[config.mk]
export PLATFORM = sky130hd
export DESIGN_NAME = axi_lite_regfile
export DESIGN_NICKNAME = d
export VERILOG_FILES = /design/src/rtl/axi_lite_regfile.sv
export SDC_FILE = /design/constraint.sdc
export NUM_CORES = 1
export LEC_CHECK = 0
export CORE_MARGIN = 2
export CORE_UTILIZATION = 46
export CTS_CLUSTER_DIAMETER = 100
export DETAILED_ROUTE_END_ITERATION = 8
export PLACE_DENSITY = 0.87
export SYNTH_ARGS = -nofsm -noshare
export SYNTH_HDL_FRONTEND = slang
export SYNTH_SLANG_ARGS = --single-unit
[constraint.sdc]
create_clock -name ACLK -period 3.2 [get_ports ACLK]
set_input_delay 0.64 -clock ACLK [delete_from_list [all_inputs] [get_ports ACLK]]
set_output_delay 0.64 -clock ACLK [all_outputs]
set_load 0.005 [all_outputs]
[src/rtl/axi_lite_regfile.sv]
// -----------------------------------------------------------------------------
// axi_lite_regfile
//
// AXI4-Lite slave register file with C_NUM_REGS word-sized registers starting
// at C_BASEADDR. Writes honour WSTRB per byte. AW and W may be accepted in
// either order or together. The read and write paths run independently. Every
// register is exported on REG_OUT for user logic.
//
// Optional build macro:
//   AXIL_REGFILE_SLVERR_EN - accesses that miss the register window answer
//                            SLVERR (2'b10). Without the macro they answer
//                            OKAY. In both builds such reads return zero and
//                            such writes are dropped.
//
// Ports:
//   ACLK, ARESETN       clock, synchronous active-low reset
//   S_AXI_AW*           write address channel (AWPROT ignored)
//   S_AXI_W*            write data channel
//   S_AXI_B*            write response channel
//   S_AXI_AR*           read address channel (ARPROT ignored)
//   S_AXI_R*            read data channel
//   REG_OUT             register k at bits [k*DW +: DW]
// -----------------------------------------------------------------------------
module axi_lite_regfile #(
    parameter int                            C_S_AXI_ADDR_WIDTH = 32,
    parameter int                            C_S_AXI_DATA_WIDTH = 32,
    parameter logic [C_S_AXI_ADDR_WIDTH-1:0] C_BASEADDR         = '0,
    parameter int                            C_NUM_REGS         = 16
) (
    input  logic                                     ACLK,
    input  logic                                     ARESETN,
    input  logic [C_S_AXI_ADDR_WIDTH-1:0]            S_AXI_AWADDR,
    input  logic [2:0]                               S_AXI_AWPROT,
    input  logic                                     S_AXI_AWVALID,
    output logic                                     S_AXI_AWREADY,
    input  logic [C_S_AXI_DATA_WIDTH-1:0]            S_AXI_WDATA,
    input  logic [C_S_AXI_DATA_WIDTH/8-1:0]          S_AXI_WSTRB,
    input  logic                                     S_AXI_WVALID,
    output logic                                     S_AXI_WREADY,
    output logic [1:0]                               S_AXI_BRESP,
    output logic                                     S_AXI_BVALID,
    input  logic                                     S_AXI_BREADY,
    input  logic [C_S_AXI_ADDR_WIDTH-1:0]            S_AXI_ARADDR,
    input  logic [2:0]                               S_AXI_ARPROT,
    input  logic                                     S_AXI_ARVALID,
    output logic                                     S_AXI_ARREADY,
    output logic [C_S_AXI_DATA_WIDTH-1:0]            S_AXI_RDATA,
    output logic [1:0]                               S_AXI_RRESP,
    output logic                                     S_AXI_RVALID,
    input  logic                                     S_AXI_RREADY,
    output logic [C_NUM_REGS*C_S_AXI_DATA_WIDTH-1:0] REG_OUT
);

    localparam int AW       = C_S_AXI_ADDR_WIDTH;
    localparam int DW       = C_S_AXI_DATA_WIDTH;
    localparam int BYTES    = DW / 8;
    localparam int ADDR_LSB = $clog2(BYTES);
    localparam int IDX_W    = (C_NUM_REGS > 1) ? $clog2(C_NUM_REGS) : 1;
    localparam logic [AW-1:0] NUM_REGS_A = AW'(C_NUM_REGS);

    localparam logic [1:0] RESP_OKAY = 2'b00;
`ifdef AXIL_REGFILE_SLVERR_EN
    localparam logic [1:0] RESP_MISS = 2'b10;
`else
    localparam logic [1:0] RESP_MISS = 2'b00;
`endif

    typedef enum logic [1:0] {W_IDLE, W_HAVE_AW, W_HAVE_W, W_RESP} wstate_e;
    typedef enum logic       {R_IDLE, R_RESP} rstate_e;

    // An address below the base wraps to a huge offset after the subtraction.
    // The explicit >= test rejects it and does not rely on that wrap.
    function automatic logic addr_hit(input logic [AW-1:0] a);
        logic [AW-1:0] off;
        off = a - C_BASEADDR;
        return (a >= C_BASEADDR) && ((off >> ADDR_LSB) < NUM_REGS_A);
    endfunction

    function automatic logic [IDX_W-1:0] addr_idx(input logic [AW-1:0] a);
        return IDX_W'((a - C_BASEADDR) >> ADDR_LSB);
    endfunction

    logic [DW-1:0]    regs_q [C_NUM_REGS];

    wstate_e          wstate_q, wstate_d;
    logic [AW-1:0]    awaddr_q, awaddr_d;
    logic [DW-1:0]    wdata_q,  wdata_d;
    logic [BYTES-1:0] wstrb_q,  wstrb_d;
    logic [1:0]       bresp_q,  bresp_d;

    logic             commit;
    logic [AW-1:0]    c_addr;
    logic [DW-1:0]    c_data;
    logic [BYTES-1:0] c_strb;
    logic             c_hit;
    logic [IDX_W-1:0] c_idx;

    rstate_e          rstate_q, rstate_d;
    logic [DW-1:0]    rdata_q,  rdata_d;
    logic [1:0]       rresp_q,  rresp_d;

    // ---------------- write path ----------------
    always_comb begin
        // NOTE: every variable gets a default value first, so a branch that does not assign it cannot infer a latch.
        wstate_d = wstate_q;
        awaddr_d = awaddr_q;
        wdata_d  = wdata_q;
        wstrb_d  = wstrb_q;
        bresp_d  = bresp_q;
        commit   = 1'b0;
        c_addr   = awaddr_q;
        c_data   = wdata_q;
        c_strb   = wstrb_q;
        case (wstate_q)
            W_IDLE: begin
                if (S_AXI_AWVALID && S_AXI_WVALID) begin
                    commit   = 1'b1;
                    c_addr   = S_AXI_AWADDR;
                    c_data   = S_AXI_WDATA;
                    c_strb   = S_AXI_WSTRB;
                    wstate_d = W_RESP;
                end else if (S_AXI_AWVALID) begin
                    awaddr_d = S_AXI_AWADDR;
                    wstate_d = W_HAVE_AW;
                end else if (S_AXI_WVALID) begin
                    wdata_d  = S_AXI_WDATA;
                    wstrb_d  = S_AXI_WSTRB;
                    wstate_d = W_HAVE_W;
                end
            end
            W_HAVE_AW: begin
                if (S_AXI_WVALID) begin
                    commit   = 1'b1;
                    c_data   = S_AXI_WDATA;
                    c_strb   = S_AXI_WSTRB;
                    wstate_d = W_RESP;
                end
            end
            W_HAVE_W: begin
                if (S_AXI_AWVALID) begin
                    commit   = 1'b1;
                    c_addr   = S_AXI_AWADDR;
                    wstate_d = W_RESP;
                end
            end
            W_RESP: begin
                if (S_AXI_BREADY) wstate_d = W_IDLE;
            end
            default: wstate_d = W_IDLE;
        endcase
        // The response is decided when the write commits and is held through RESP.
        if (commit) bresp_d = addr_hit(c_addr) ? RESP_OKAY : RESP_MISS;
    end

    assign c_hit = addr_hit(c_addr);
    assign c_idx = addr_idx(c_addr);

    assign S_AXI_AWREADY = (wstate_q == W_IDLE) || (wstate_q == W_HAVE_W);
    assign S_AXI_WREADY  = (wstate_q == W_IDLE) || (wstate_q == W_HAVE_AW);
    assign S_AXI_BVALID  = (wstate_q == W_RESP);
    assign S_AXI_BRESP   = bresp_q;

    // ---------------- read path ----------------
    always_comb begin
        rstate_d = rstate_q;
        rdata_d  = rdata_q;
        rresp_d  = rresp_q;
        case (rstate_q)
            R_IDLE: begin
                if (S_AXI_ARVALID) begin
                    rstate_d = R_RESP;
                    // regs_q holds the value from before this edge, so a read
                    // in the same cycle as a commit returns the old value.
                    if (addr_hit(S_AXI_ARADDR)) begin
                        rdata_d = regs_q[addr_idx(S_AXI_ARADDR)];
                        rresp_d = RESP_OKAY;
                    end else begin
                        rdata_d = '0;
                        rresp_d = RESP_MISS;
                    end
                end
            end
            R_RESP: begin
                if (S_AXI_RREADY) rstate_d = R_IDLE;
            end
            default: rstate_d = R_IDLE;
        endcase
    end

    assign S_AXI_ARREADY = (rstate_q == R_IDLE);
    assign S_AXI_RVALID  = (rstate_q == R_RESP);
    assign S_AXI_RDATA   = rdata_q;
    assign S_AXI_RRESP   = rresp_q;

    // ---------------- state registers ----------------
    // NOTE: sequential blocks use non-blocking assignments only, so every register samples its pre-edge inputs.
    always_ff @(posedge ACLK) begin
        if (!ARESETN) begin
            wstate_q <= W_IDLE;
            awaddr_q <= '0;
            wdata_q  <= '0;
            wstrb_q  <= '0;
            bresp_q  <= RESP_OKAY;
            rstate_q <= R_IDLE;
            rdata_q  <= '0;
            rresp_q  <= RESP_OKAY;
        end else begin
            wstate_q <= wstate_d;
            awaddr_q <= awaddr_d;
            wdata_q  <= wdata_d;
            wstrb_q  <= wstrb_d;
            bresp_q  <= bresp_d;
            rstate_q <= rstate_d;
            rdata_q  <= rdata_d;
            rresp_q  <= rresp_d;
        end
    end

    // NOTE: this storage is reset on purpose. Software expects every register to read zero after reset, so it is built from flops and not from a RAM macro.
    always_ff @(posedge ACLK) begin
        if (!ARESETN) begin
            for (int k = 0; k < C_NUM_REGS; k++) regs_q[k] <= '0;
        end else if (commit && c_hit) begin
            for (int b = 0; b < BYTES; b++) begin
                if (c_strb[b]) regs_q[c_idx][b*8 +: 8] <= c_data[b*8 +: 8];
            end
        end
    end

    for (genvar k = 0; k < C_NUM_REGS; k++) begin : g_reg_out
        assign REG_OUT[k*DW +: DW] = regs_q[k];
    end

    logic unused_prot;
    assign unused_prot = ^{S_AXI_AWPROT, S_AXI_ARPROT};

endmodule
==> run summary <==
status: finished, final reports clean
most frequent cell after synthesis: edfxtp_1
total gr overflow: 0
initial DRC count: 3443
Total GRT Usage: 34.5%
FP Rows: 92
Die W: 257 um
number of distinct library cells after synthesis: 49
Antenna Nets Post-Route: 0
H-tree lvl count: 3
EDFF count, synth: 512
total power: 22.8 mW
number of global-route vias before repair: 23764
antenna fix cells: 0
Syn Inst Count: 2147
Worst-Margin Slew: 0.745 ns
clk slew on worst S/H paths: 0.06 ns
initial antenna violation count: 7
number of synthesized register bits: 613
CP endpoint kind: output port
end point of the critical path: S_AXI_AWREADY
Reg2Reg Depth: 11
Clock Tree Root: clkbuf_16
largest area contributor in the netlist: edfxtp_1
Max-cap violations: 0
via count: 24382
WL/cell: 30.5 um
DRC violations left: 0
Initial Util: 46.7%
CTS max path bufs: 3
CTS tree: built
flop2flop setup slack: 0.18 ns
clk_skew: 0.0207 ns
register area share after synthesis: 59.0%
crit path launch type: flip-flop
RSZ-0062 raised after global routing: false
top cells by area, synth: edfxtp_1 52%, mux4_2 12%, dfxtp_1 6.9%, nor3_2 6.5%, nor4_1 3.0%
Max Freq: 0.330 GHz
mapped cell area: 29500 um^2
drt first pass iters: 6
post-route minimum period: 3.03 ns
Routed WL: 117000 um
DP Cell Count: 3699
# IOs: 666
part of the cycle the worst path needs: 94.6%
Pins Over Slew Limit: 0
Pwr Density: 554 nW/um^2
r2r startpoint: wstate_q[0]
Main synth FF type: edfxtp_1
post-synth top area share: 52.1%
first-pass GRT wire length: 167000 um
fin cells: 3822
crit path DAT: 2.39 ns
Post-Route Utilization: 65.2%
Leakage: 13.5 nW
max_slew headroom: 50.4%
Post-DP HPWL: 86200 um
synthesis-to-layout area growth: 39.7%
clock sink count: 613
Min-Delay Path Class: reg2reg
Max rail drop VDD: 0.373 mV
CP startpoint: wstate_q[0]
GPL Wtd Cong: 1.00
most frequent cells after synthesis: 512 x edfxtp_1, 193 x nor3_2, 184 x nand2_1, 160 x mux4_2, 143 x nor4_1
Final setup viols: 0
DIE AREA: 66200 um^2
Worst R2R End: regs_q[2][25]
Die H: 257 um
Vias/cell: 6.38
Async S/R FF share, synth: 0%
CP Max Fanout: 22
layout cell share with drive strength beyond 1: 28.9%
largest net degree at the start of global routing: 59
Core Area: 63200 um^2
Synth Warn #: 0
CP Class: reg2out
Clock Latency Late Sink: 0.62 ns
# port buffers: 651
nets: 3041
syn_area_per_cell: 13.7 um^2
CP Data Required Time: 2.56 ns
Final Hold Vio Count: 0
Inserted Clock Buffers: 67
[sequential cells by signal, indices dropped and copies added (netlist names)]
register      flops
S_AXI_RDATA      32
awaddr_q         30
wstrb_q           4
S_AXI_RVALID      1
regs_q          512
wstate_q          2
wdata_q          32
[worst min-delay path by stage]
stage	from	to	slack, ns	cells past startpoint
6_report	awaddr_q[6]	awaddr_q[6]	0.46	2
5_1_grt	awaddr_q[14]	awaddr_q[14]	0.49	2
4_1_cts	S_AXI_RDATA[23]	S_AXI_RDATA[23]	0.47	2
3_5_place_dp	S_AXI_RDATA[23]	S_AXI_RDATA[23]	0.45	2
3_3_place_gp	S_AXI_RDATA[23]	S_AXI_RDATA[23]	0.44	2
2_1_floorplan	awaddr_q[12]	awaddr_q[12]	0.44	2
[per-layer routing]
| metal | vias up | track usage (%) | part of all wire [%] |
|---|---|---|---|
| met2 | 2078 | 56.6 | 48 |
| met5 | - | 0 | 0.067 |
| li1 | 9939 | - | - |
| met1 | 12003 | 43.5 | 35 |
| met3 | 350 | 8.59 | 12 |
| met4 | 12 | 15.3 | 4.9 |
[per-stage QoR]
step / hold WS (ns) / worst slack [ns] / area, um^2 / setup TNS, ns
after CTS: 0.466 / 0.124 / 41200 / 0
after global routing: 0.491 / 0.00155 / 41200 / 0
final: 0.465 / 0.173 / 41200 / 0
after global placement: 0.440 / -0.209 / 39000 / -34.07
after detailed placement: 0.452 / -0.231 / 39000 / -55.09
after floorplan: 0.443 / -0.0971 / 29600 / -13.78
[layout by cell type, fill, tap and decap left out, drive strengths merged, types with 16 or more instances in the layout]
cell,n
clkdlybuf4s50,646
edfxtp,512
buf,300
nor3,293
nand2,193
mux4,160
nor4,145
o21ai,105
nor2,102
dfxtp,101
clkbuf,90
a21boi,67
inv,43
a22oi,28
a222oi,26
nand3,23
clkinv,23
nand3b,21
a22o,20
o41ai,16
[where the power goes]
part | internal [mW] | switching [mW] | total [mW] | leakage (nW)
registers | 8.97 | 0.315 | 9.28 | 6.10
clock network | 4.41 | 3.25 | 7.66 | 1.06
logic | 2.24 | 3.63 | 5.87 | 6.39
[cells by family after synthesis]
kind of cell	after synthesis	synth area share, %
buffers and inverters	283	4.61
flip-flops	613	59.0
multiplexers	163	12.3
other	1	0.0127
AND/OR/NAND/NOR	809	17.4
adder cells (fa/ha/maj)	5	0.212
AO/OA/AOI/OAI	273	6.52
[area by class of cell]
class / instances / area (um^2)
fillers: 4337 / 22000
flip-flops and latches: 613 / 17400
multi-input cells: 1254 / 11000
repair buffers: 947 / 9500
clock buffers: 89 / 1840
well taps: 846 / 1060
clock inverters: 33 / 309
inverters: 40 / 154
[critical path, cell delays in order, from the launching register on]
cell and delay (ns):
dfxtp_1 0.34, inv_1 0.11, ha_2 0.24, buf_4 0.30
clkinvlp_4 0.16, nand2_1 0.11, clkdlybuf4s50_1 0.50
[timing repair]
action	4_1_cts	5_1_grt
setup endpoints to repair	1	10
gates resized for setup	1	1
setup buffers	1	0
hold buffers	0	0
pin swaps	0	2
No activity file was read; power rests on OpenSTA's default activity.
